`src/rtl/spg_pkg.sv`:
```
// rtl/spg_pkg.sv - shared state type and default sizes for the spike-pair generator
package spg_pkg;

  typedef enum logic [1:0] {
    IDLE = 2'd0,
    RUN  = 2'd1,
    DONE = 2'd2
  } spg_state_t;

  localparam int SPG_NCH_DEF   = 2;
  localparam int SPG_CNT_W_DEF = 16;
  localparam int SPG_REP_W_DEF = 8;

endpackage

```
`src/rtl/spg_pulse_chan.sv`:
```
// rtl/spg_pulse_chan.sv - one spike line: width down-counter (pulse mode) or toggle flop
module spg_pulse_chan
  import spg_pkg::*;
#(
  parameter int CNT_W = SPG_CNT_W_DEF
) (
  input  logic             i_clk,
  input  logic             i_reset,
  input  logic             i_en,
  input  logic             i_event,
  input  logic             i_clear,
  input  logic             i_toggle,
  input  logic [CNT_W-1:0] i_width,
  output logic             o_out
);

  logic [CNT_W-1:0] r_cnt;
  logic             r_out;

  // Toggle levels ignore clear so they survive DONE and stop; only reset drops them.
  always_ff @(posedge i_clk) begin
    if (i_reset) begin
      r_cnt <= '0;
      r_out <= 1'b0;
    end else if (i_toggle) begin
      if (i_en && i_event) begin
        r_out <= ~r_out;
      end
    end else if (i_clear) begin
      r_cnt <= '0;
      r_out <= 1'b0;
    end else if (i_en) begin
      if (i_event) begin
        r_cnt <= i_width;
        r_out <= (i_width != '0);
      end else if (r_cnt != '0) begin
        r_cnt <= r_cnt - CNT_W'(1);
        r_out <= (r_cnt > CNT_W'(1));
      end else begin
        r_out <= 1'b0;
      end
    end
  end

  assign o_out = r_out;

endmodule

```
`src/rtl/spike_pair_gen.sv`:
```
// rtl/spike_pair_gen.sv - pre/post spike-pair sequencer; SPG_TOGGLE_EN adds toggle_mode
module spike_pair_gen
  import spg_pkg::*;
#(
  parameter int NCH   = SPG_NCH_DEF,
  parameter int CNT_W = SPG_CNT_W_DEF,
  parameter int REP_W = SPG_REP_W_DEF
) (
  input  logic                 clk_0_1ps,
  input  logic                 reset,
  input  logic                 enable,
  input  logic                 start,
  input  logic                 stop,
  input  logic [CNT_W-1:0]     cfg_period,
  input  logic [REP_W-1:0]     cfg_reps,
  input  logic [CNT_W-1:0]     cfg_width,
  input  logic [NCH*CNT_W-1:0] cfg_pre_off,
  input  logic [NCH*CNT_W-1:0] cfg_post_off,
`ifdef SPG_TOGGLE_EN
  input  logic                 toggle_mode,
`endif
  output logic [NCH-1:0]       tp,
  output logic [NCH-1:0]       td,
  output logic                 busy,
  output logic                 done,
  output logic [CNT_W-1:0]     phase,
  output logic [REP_W-1:0]     rep_cnt
);

  spg_state_t           r_state;
  logic [CNT_W-1:0]     r_phase;
  logic [REP_W-1:0]     r_rep_cnt;
  logic                 r_busy;
  logic                 r_done;
  logic [CNT_W-1:0]     r_period;
  logic [REP_W-1:0]     r_reps;
  logic [CNT_W-1:0]     r_width;
  logic [NCH*CNT_W-1:0] r_pre_off;
  logic [NCH*CNT_W-1:0] r_post_off;
  logic                 r_toggle;

  logic                 w_toggle_in;
  logic                 w_wrap;
  logic                 w_last;
  logic                 w_clear;
  logic                 w_live;
  logic [NCH-1:0]       w_pre_hit;
  logic [NCH-1:0]       w_post_hit;

`ifdef SPG_TOGGLE_EN
  assign w_toggle_in = toggle_mode;
`else
  assign w_toggle_in = 1'b0;
`endif

  assign w_wrap  = (r_phase == r_period - CNT_W'(1));
  assign w_last  = (r_rep_cnt == r_reps - REP_W'(1));
  assign w_clear = stop || ((r_state == DONE) && enable);
  assign w_live  = (r_state == RUN) && enable && !stop;

  always_ff @(posedge clk_0_1ps) begin
    if (reset) begin
      r_state    <= IDLE;
      r_phase    <= '0;
      r_rep_cnt  <= '0;
      r_busy     <= 1'b0;
      r_done     <= 1'b0;
      r_period   <= '0;
      r_reps     <= '0;
      r_width    <= '0;
      r_pre_off  <= '0;
      r_post_off <= '0;
      r_toggle   <= 1'b0;
    end else if (stop) begin
      r_state   <= IDLE;
      r_phase   <= '0;
      r_rep_cnt <= '0;
      r_busy    <= 1'b0;
      r_done    <= 1'b0;
    end else if (enable) begin
      r_done <= 1'b0;
      case (r_state)
        IDLE: begin
          if (start) begin
            // A zero period would never wrap; run it as a one-cycle period.
            r_period   <= (cfg_period == '0) ? CNT_W'(1) : cfg_period;
            r_reps     <= cfg_reps;
            r_width    <= cfg_width;
            r_pre_off  <= cfg_pre_off;
            r_post_off <= cfg_post_off;
            r_toggle   <= w_toggle_in;
            r_phase    <= '0;
            r_rep_cnt  <= '0;
            if (cfg_reps == '0) begin
              r_state <= DONE;
            end else begin
              r_state <= RUN;
              r_busy  <= 1'b1;
            end
          end
        end
        RUN: begin
          if (w_wrap) begin
            r_phase   <= '0;
            r_rep_cnt <= r_rep_cnt + REP_W'(1);
            if (w_last) begin
              r_state <= DONE;
              r_busy  <= 1'b0;
            end
          end else begin
            r_phase <= r_phase + CNT_W'(1);
          end
        end
        DONE: begin
          r_done  <= 1'b1;
          r_state <= IDLE;
        end
        default: begin
          r_state <= IDLE;
          r_busy  <= 1'b0;
        end
      endcase
    end
  end

  for (genvar c = 0; c < NCH; c++) begin : g_chan
    assign w_pre_hit[c]  = w_live && (r_phase == r_pre_off[c*CNT_W +: CNT_W]);
    assign w_post_hit[c] = w_live && (r_phase == r_post_off[c*CNT_W +: CNT_W]);

    spg_pulse_chan #(.CNT_W(CNT_W)) u_tp (
      .i_clk    (clk_0_1ps),
      .i_reset  (reset),
      .i_en     (enable),
      .i_event  (w_pre_hit[c]),
      .i_clear  (w_clear),
      .i_toggle (r_toggle),
      .i_width  (r_width),
      .o_out    (tp[c])
    );

    spg_pulse_chan #(.CNT_W(CNT_W)) u_td (
      .i_clk    (clk_0_1ps),
      .i_reset  (reset),
      .i_en     (enable),
      .i_event  (w_post_hit[c]),
      .i_clear  (w_clear),
      .i_toggle (r_toggle),
      .i_width  (r_width),
      .o_out    (td[c])
    );
  end

  assign busy    = r_busy;
  assign done    = r_done;
  assign phase   = r_phase;
  assign rep_cnt = r_rep_cnt;

endmodule

```
`config.mk`:
```
export PLATFORM = sky130hd
export DESIGN_NAME = spike_pair_gen
export DESIGN_NICKNAME = d
export VERILOG_FILES = /design/src/rtl/spg_pkg.sv /design/src/rtl/spg_pulse_chan.sv /design/src/rtl/spike_pair_gen.sv
export SDC_FILE = /design/constraint.sdc
export NUM_CORES = 1
export LEC_CHECK = 0
export CAP_MARGIN = 20
export CORE_MARGIN = 3
export CORE_UTILIZATION = 35
export CTS_BUF_LIST = sky130_fd_sc_hd__clkbuf_8
export CTS_CLUSTER_DIAMETER = 40
export DETAILED_ROUTE_END_ITERATION = 10
export SYNTH_ARGS = -nofsm -noshare
export SYNTH_HDL_FRONTEND = slang
export SYNTH_SLANG_ARGS = --single-unit
```
`constraint.sdc`:
```
create_clock -name clk_0_1ps -period 3.2 [get_ports clk_0_1ps]
set_input_delay 0.64 -clock clk_0_1ps [delete_from_list [all_inputs] [get_ports clk_0_1ps]]
set_output_delay 0.64 -clock clk_0_1ps [all_outputs]
set_load 0.02 [all_outputs]
```
==> results of run 1 <==
## logic make-up (layout without fill, tap and decap cells)
kind of cell / Yosys count / after routing
xor gates and xnor gates: 125 / 125
AOI/OAI and AO/OA: 330 / 330
and+or+nand+nor: 603 / 603
adders and majority gates: 12 / 12
DFF: 200 / 200
buffers and inverters: 120 / 250
muxes: 21 / 21
## metrics by stage
step,worst slack [ns],cell area [um^2]
after floorplan,0.490,10700
after global placement,0.0962,12700
after detailed placement,0.0182,12700
after CTS,0.158,13200
after global routing,0.00749,13200
final,0.169,13200
## critical path: cells and delay by family, from the launching register on
kind / cells / cell delay (ns)
compound gates: 4 / 0.66
fa+ha+maj: 1 / 0.23
buf+inv: 1 / 0.08
flops: 1 / 0.37
simple gates: 4 / 1.63
## timing repair
| action | 4_1_cts | 5_1_grt |
|---|---|---|
| buffers inserted | 0 | 0 |
| endpoints found under the setup margin | 0 | 15 |
| gates resized for setup | 0 | 3 |
## final timing paths
check,from,to,slack [ns],cells past startpoint
hold / removal,reset,r_reps[5],0.45,2
hold reg to reg,g_chan[0].u_tp.o_out,g_chan[0].u_tp.o_out,0.46,2
setup / recovery,r_period[0],rep_cnt[7],0.17,10
setup reg to reg,r_period[0],rep_cnt[7],0.17,10
## cells in the final DEF, fill, tap and decap left out, types with 8 or more instances in the layout
| cell | instances |
|---|---|
| a22oi_1 | 24 |
| nor4_1 | 23 |
| or4_1 | 12 |
| o21ai_0 | 27 |
| a211oi_1 | 11 |
| a2111oi_0 | 14 |
| nand2_1 | 275 |
| nor2_1 | 138 |
| xnor2_1 | 96 |
| nor3_1 | 36 |
| a21oi_1 | 168 |
| clkdlybuf4s50_1 | 137 |
| ha_1 | 11 |
| inv_1 | 22 |
| o2111ai_1 | 17 |
| nand3_1 | 27 |
| or3_1 | 11 |
| nand4_1 | 24 |
| o21ai_1 | 18 |
| xor2_1 | 29 |
| nor2b_1 | 11 |
| dfxtp_1 | 199 |
| mux2_2 | 14 |
| clkbuf_8 | 17 |
| o211ai_1 | 8 |
| buf_4 | 55 |
| nand2b_1 | 9 |
## cell type report
cell class                      instances  area share
Multi-Input combinational cell       1091       0.475
Sequential cell                       200       0.304
Timing Repair Buffer                  196       0.141
Tap cell                              390      0.0370
Clock inverter                         15      0.0188
Clock buffer                           17      0.0177
Inverter                               22     0.00626
## registers in the layout, indices dropped and copies added (netlist names), 2 cells and up
signal / cells
g_chan.u_tp.o_out: 2
phase: 16
r_post_off: 32
rep_cnt: 8
r_width: 16
r_period: 16
g_chan.u_td.r_cnt: 32
r_pre_off: 32
r_reps: 8
g_chan.u_td.o_out: 2
g_chan.u_tp.r_cnt: 32
r_state: 2
## synth_stat cells, types with 4 or more instances
| master | count |
|---|---|
| a2111oi_0 | 14 |
| a211oi_1 | 11 |
| a21oi_1 | 169 |
| a22oi_1 | 24 |
| a41oi_1 | 4 |
| and3_1 | 7 |
| buf_1 | 5 |
| buf_2 | 8 |
| buf_4 | 4 |
| clkbuf_1 | 78 |
| dfxtp_1 | 200 |
| ha_1 | 12 |
| inv_1 | 22 |
| mux2_2 | 14 |
| mux2i_1 | 4 |
| nand2_1 | 275 |
| nand2b_1 | 9 |
| nand3_1 | 27 |
| nand3b_1 | 5 |
| nand4_1 | 24 |
| nor2_1 | 138 |
| nor2b_1 | 11 |
| nor3_1 | 37 |
| nor4_1 | 23 |
| o2111ai_1 | 17 |
| o211ai_1 | 8 |
| o21ai_0 | 27 |
| o21ai_1 | 18 |
| o31ai_1 | 6 |
| or3_1 | 12 |
| or4_1 | 12 |
| xnor2_1 | 96 |
| xor2_1 | 29 |
## layer usage
| metal | vias up | wire [um] | part of all wire |
|---|---|---|---|
| li1 | 5173 | - | - |
| met1 | 4854 | 15700 | 0.48 |
| met2 | 289 | 14900 | 0.45 |
| met3 | 37 | 1680 | 0.051 |
| met4 | 0 | 581 | 0.018 |
| met5 | - | 0 | 0 |
## power groups by stage
stage               combinational, mW  clock [mW]  sequential [mW]
detailed placement               3.02           0             3.10
global placement                 2.98           0             3.10
floorplan                        2.29           0             3.01
CTS                              3.03        2.00             3.05
global route                     3.43        2.08             3.10
finish                           3.04        1.95             3.06
==> qor.csv, run 1 <==
stage,metric,value,unit
timing,finalSetupViolations,0,
logic_synthesis,synth_top_family_by_area,simple AND/OR/NAND/NOR gates,
logic_synthesis,synth_xor_area_frac,0.102,
routing,wl,32800,um
routing,vias,10400,
pwr,power,8.06,mW
clocking,hold_buffers,0,
grt,use_met2,0.312,
routing,drt_iter0_markers,702,
logic_synthesis,synthDistinctLibCells,71,
timing,setup_tns,0,ns
timing,worst_pin_slew,0.907,ns
worst_setup_path,cp.required,3.65,ns
grt,globalRouteMet1Util,0.274,
floorplanning,placementRows,63,
status,outcome,"complete, no violations",
logic_synthesis,muxShareOfSynthArea,0.0216,
finish,finalNetCount,1649,
clocking,clk_latency,0.51,ns
logic_synthesis,synth_area_leaders,"dfxtp_1 (37%), nand2_1 (9.6%), a21oi_1 (7.9%), xnor2_1 (7.8%), nor2_1 (4.8%)",
finish,antenna_cells,0,
routing,wl_per_cell,17.0,um
floorplanning,core,30000,um^2
worst_setup_path,cp_common_cell,or4_1,
pwr,p_clk_frac,0.242,
pwr,ir_drop,0.306,mV
timing,slew_violations,0,
placement,io_buffers,138,
logic_synthesis,synth_ff_type,dfxtp_1,
floorplanning,dieArea,32800,um^2
pwr,power-per-cell-area,611,nW/um^2
finish,syn_to_final_growth,22.8,%
grt,grt_antenna_before_repair,1,
floorplanning,die_x,181,um
finish,instances_no_fill,1931,
logic_synthesis,yosys.area.top_type,dfxtp_1,
routing,drc,0,
timing,hold_viol_final,0,
floorplanning,initial_core_util,0.358,
worst_setup_path,crit_path_end_kind,register,
timing,whs,0.449,ns
routing,antenna_left,0,
floorplanning,die_h,181,um
clocking,clockBufferDepth,2,
pwr,p_switching,3.21,mW
grt,grt-busiest-layer,met2,
logic_synthesis,synth-simple-area-share,0.255,
clocking,cts_tree,built,
timing,rsz0062_at_grt,false,
grt,grt_max_degree,110,
grt,grt_pass1_wl,52400,um
placement,post-dp-hpwl,23200,um
grt,grtUsageMet3,0.0272,
clocking,cts_sinks,200,
finish,drive_above_1_share,0.0805,
worst_setup_path,critPathLaunchType,register,
logic_synthesis,synth-seq-cells,200,
grt,grtUsageTotal,0.194,
logic_synthesis,yosys.area.top_type_share,0.373,
placement,dp_cells,1899,
worst_setup_path,critPathSlowestCell,or4_1,
finish,multiInputGateArea,6260,um^2
logic_synthesis,synth_area,10700,um^2
placement,gp_congestion,0.873,
worst_setup_path,critical_path_arrival,3.48,ns
timing,period_needed,3.03,ns
worst_setup_path,worst-path-max-fanout,13,
finish,fin_util,0.440,
logic_synthesis,synth_fp_nets,1532,
logic_synthesis,synth_seq_area_share,0.373,
clocking,numCtsBuffers,17,
logic_synthesis,yosys_warnings,0,
pwr,p_leak,4.72,nW
clocking,h-tree-depth,4,
clocking,root_buffer,clkbuf_8,
pwr,p_int,4.85,mW
logic_synthesis,synth_compound_area_frac,0.188,
logic_synthesis,synth_fa_ha_area_frac,0.0140,
worst_setup_path,cpPeakStageDelay,0.52,ns
routing,vias_per_cell,5.36,
grt,first_global_vias,9766,
job,cap_violations,0,
logic_synthesis,synth_enable_flop_cells,0,
timing,relSlewSlack,0.395,
logic_synthesis,synth_cells,1411,
routing,first_pass_iters,5,
finish,fill_cells,3054,
timing,skew,0.0325,ns
pwr,swShare,0.398,
pwr,p_seq_frac,0.380,
floorplanning,io_pins,139,
pwr,p_comb_frac,0.378,
logic_synthesis,async_flop_share,0,
grt,gr-total-overflow,0,
worst_setup_path,cp_cell_sequence,"inv_1, ha_2, or4b_4, or4_1, o32ai_1, o211ai_2, nor2_2, a21oi_4, or4_1, a21oi_1",
finish,seqCellArea,4010,um^2
logic_synthesis,syn_avg_cell_area,7.61,um^2
timing,finalCritPeriodShare,0.947,
worst_setup_path,crit_type,reg2reg,
min_path,worstHoldPathType,in2reg,
clocking,clk_pin_slew,0.14,ns
timing,max_freq,0.330,GHz
No activity file was read; power rests on OpenSTA's default activity.
==> run 2: changes to the inputs <==
--- a/config.mk
+++ b/config.mk
@@ -11,6 +11,7 @@
 export CTS_BUF_LIST = sky130_fd_sc_hd__clkbuf_8
 export CTS_CLUSTER_DIAMETER = 40
 export DETAILED_ROUTE_END_ITERATION = 10
+export REMOVE_ABC_BUFFERS = 1
 export SYNTH_ARGS = -nofsm -noshare
 export SYNTH_HDL_FRONTEND = slang
 export SYNTH_SLANG_ARGS = --single-unit
==> qor.csv, run 2 (synthesized netlist as in run 1, its figures left out) <==
stage,metric,value,unit,change
status,outcome,"complete, no violations",,
finish,fin_util,0.436,,-0.00372
clocking,hold_buffers,0,,unchanged
grt,gr-total-overflow,0,,unchanged
timing,period_needed,3.02,ns,-0.0118 ns
grt,grt_max_degree,72,,-35%
clocking,cts_resized,0,,unchanged
routing,drt_iter0_markers,926,,+32%
routing,drc,0,,unchanged
timing,hold_viol_final,0,,unchanged
timing,skew,0.0207,ns,-0.0118 ns
timing,finalSetupViolations,0,,unchanged
job,cap_violations,0,,unchanged
worst_setup_path,cp.required,3.57,ns,-0.08 ns
routing,vias_per_cell,5.33,,-0.51%
timing,worst_pin_slew,0.835,ns,-0.0720 ns
finish,syn_to_final_growth,21.8,%,
min_path,worstHoldPathType,reg2reg,,
timing,setup_tns,0,ns,unchanged
floorplanning,initial_core_util,0.358,,unchanged
worst_setup_path,r2r_cells,10,,unchanged
clocking,root_buffer,clkbuf_8,,
min_path,hold_start,r_post_off[18],,
timing,rsz0062_at_grt,false,,
worst_setup_path,crit_type,reg2reg,,
placement,place_ws,0.0361,ns,+0.0179 ns
timing,finalCritPeriodShare,0.943,,-0.00370
worst_setup_path,worst-path-max-fanout,6,,-7
routing,first_pass_iters,8,,+3
finish,instances_no_fill,1924,,-0.36%
finish,final_common_cell,nand2_1,,
placement,post-dp-hpwl,22700,um,-2.1%
worst_setup_path,r2r_slack,0.18,ns,about the same
clocking,clk_pin_slew,0.11,ns,-0.03 ns
pwr,power-per-cell-area,595,nW/um^2,-2.7%
placement,dp_cells,1892,,-0.37%
floorplanning,dieArea,32800,um^2,unchanged
placement,io_buffers,138,,unchanged
clocking,cts_tree,built,,
timing,relSlewSlack,0.443,,+0.0480
floorplanning,core,30000,um^2,unchanged
floorplanning,die_x,181,um,unchanged
clocking,clockBufferDepth,2,,unchanged
routing,antenna_left,0,,unchanged
clocking,cts_setup_buffers,0,,unchanged
floorplanning,placementRows,63,,unchanged
clocking,clk_latency,0.48,ns,-0.03 ns
timing,max_freq,0.331,GHz,+0.39%
routing,wl_per_cell,16.6,um,-2.3%
grt,grtUsageTotal,0.191,,-0.00281
finish,antenna_cells,0,,unchanged
worst_setup_path,timing.rr.end,busy,,
clocking,numCtsBuffers,17,,unchanged
pwr,power,7.77,mW,-3.5%
min_path,holdPathStages,2,,unchanged
pwr,ir_drop,0.267,mV,-13%
min_path,holdPathEnd,r_post_off[18],,
routing,wl,32000,um,-2.7%
finish,finalNetCount,1642,,-0.42%
placement,gp_congestion,0.901,,+3.2%
worst_setup_path,critical_path_arrival,3.39,ns,-0.09 ns
routing,vias,10300,,-0.87%
floorplanning,io_pins,139,,unchanged
timing,finalWorstSetupSlack,0.181,ns,+0.0118 ns
worst_setup_path,critPathLaunchType,register,,
clocking,h-tree-depth,4,,unchanged
pwr,p_leak,4.65,nW,-1.5%
grt,first_global_vias,9789,,+0.24%
worst_setup_path,r2r_start,r_period[0],,
floorplanning,die_h,181,um,unchanged
grt,grt_pass1_wl,51900,um,-0.96%
grt,grt_antenna_before_repair,1,,unchanged
finish,final_cell_mix,"nand2_1 (275), dfxtp_1 (200), a21oi_1 (168)",,
timing,slew_violations,0,,unchanged
clocking,cts_sinks,200,,unchanged
worst_setup_path,crit_path_end_kind,register,,
finish,drive_above_1_share,0.0750,,-0.00550
[run 2: cell types whose count changed in the layout (fill, tap and decap cells not counted), moves of 2 or more]
cell        previous run  this run
buf_12                 4         7
buf_4                 55        45
clkinv_4               0         2
clkinvlp_4             0         3
inv_12                 7         0
inv_16                 5         0
inv_6                  0         3
[run 2: per-stage QoR]
| stage | instance area [um^2] | hold slack [ns] |
|---|---|---|
| detailed placement | 12700 | 0.459 |
| global route | 13100 | 0.491 |
| global placement | 12700 | 0.453 |
| finish | 13100 | 0.474 |
| CTS | 13100 | 0.475 |
| floorplan | 10300 | 0.439 |
[run 2: report_power, final]
part | switching (mW) | internal [mW] | leakage (nW)
sequential | 0.298 | 2.76 | 1.63
combinational | 1.64 | 1.42 | 2.83
clock | 1.01 | 0.652 | 0.194
total | 2.94 | 4.83 | 4.65
[run 2: per-layer routing]
| layer | part of all wire | wire length [um] | up-vias | global-route usage |
|---|---|---|---|---|
| li1 | - | - | 5145 | - |
| met1 | 0.48 | 15200 | 4766 | 0.270 |
| met2 | 0.45 | 14400 | 306 | 0.303 |
| met3 | 0.055 | 1770 | 46 | 0.0322 |
| met4 | 0.019 | 599 | 0 | 0.0506 |
| met5 | 0 | 0 | - | 0 |
[run 2: critical path, cell delays in order, from the launching register on]
cell and delay [ns]:
dfxtp_1 0.37, inv_1 0.10, ha_1 0.26, or4b_4 0.51
or4_1 0.41, o32ai_1 0.16, o211ai_2 0.18, nor4_2 0.54
a21oi_1 0.13, nor2b_1 0.17, a21oi_1 0.08
[run 2: worst max path at each step]
stage                     slack, ns         from  cells after the start                      end
after floorplan               -3.25       enable                      5             r_period[10]
after global placement         0.16       enable                      9  g_chan[0].u_tp.r_cnt[1]
after detailed placement       0.04       enable                      9  g_chan[0].u_tp.r_cnt[1]
after CTS                      0.23  r_period[0]                     10               rep_cnt[7]
after global routing           0.02  r_period[0]                     10                     busy
final                          0.18  r_period[0]                     10                     busy
[run 2: final cells by class]
type                            count  area, um^2
Fill cell                        3008       16900
Multi-Input combinational cell   1091        6250
Sequential cell                   200        4000
Timing Repair Buffer              189        1850
Tap cell                          390         488
Clock buffer                       17         234
Clock inverter                     15         163
Inverter                           22        82.6
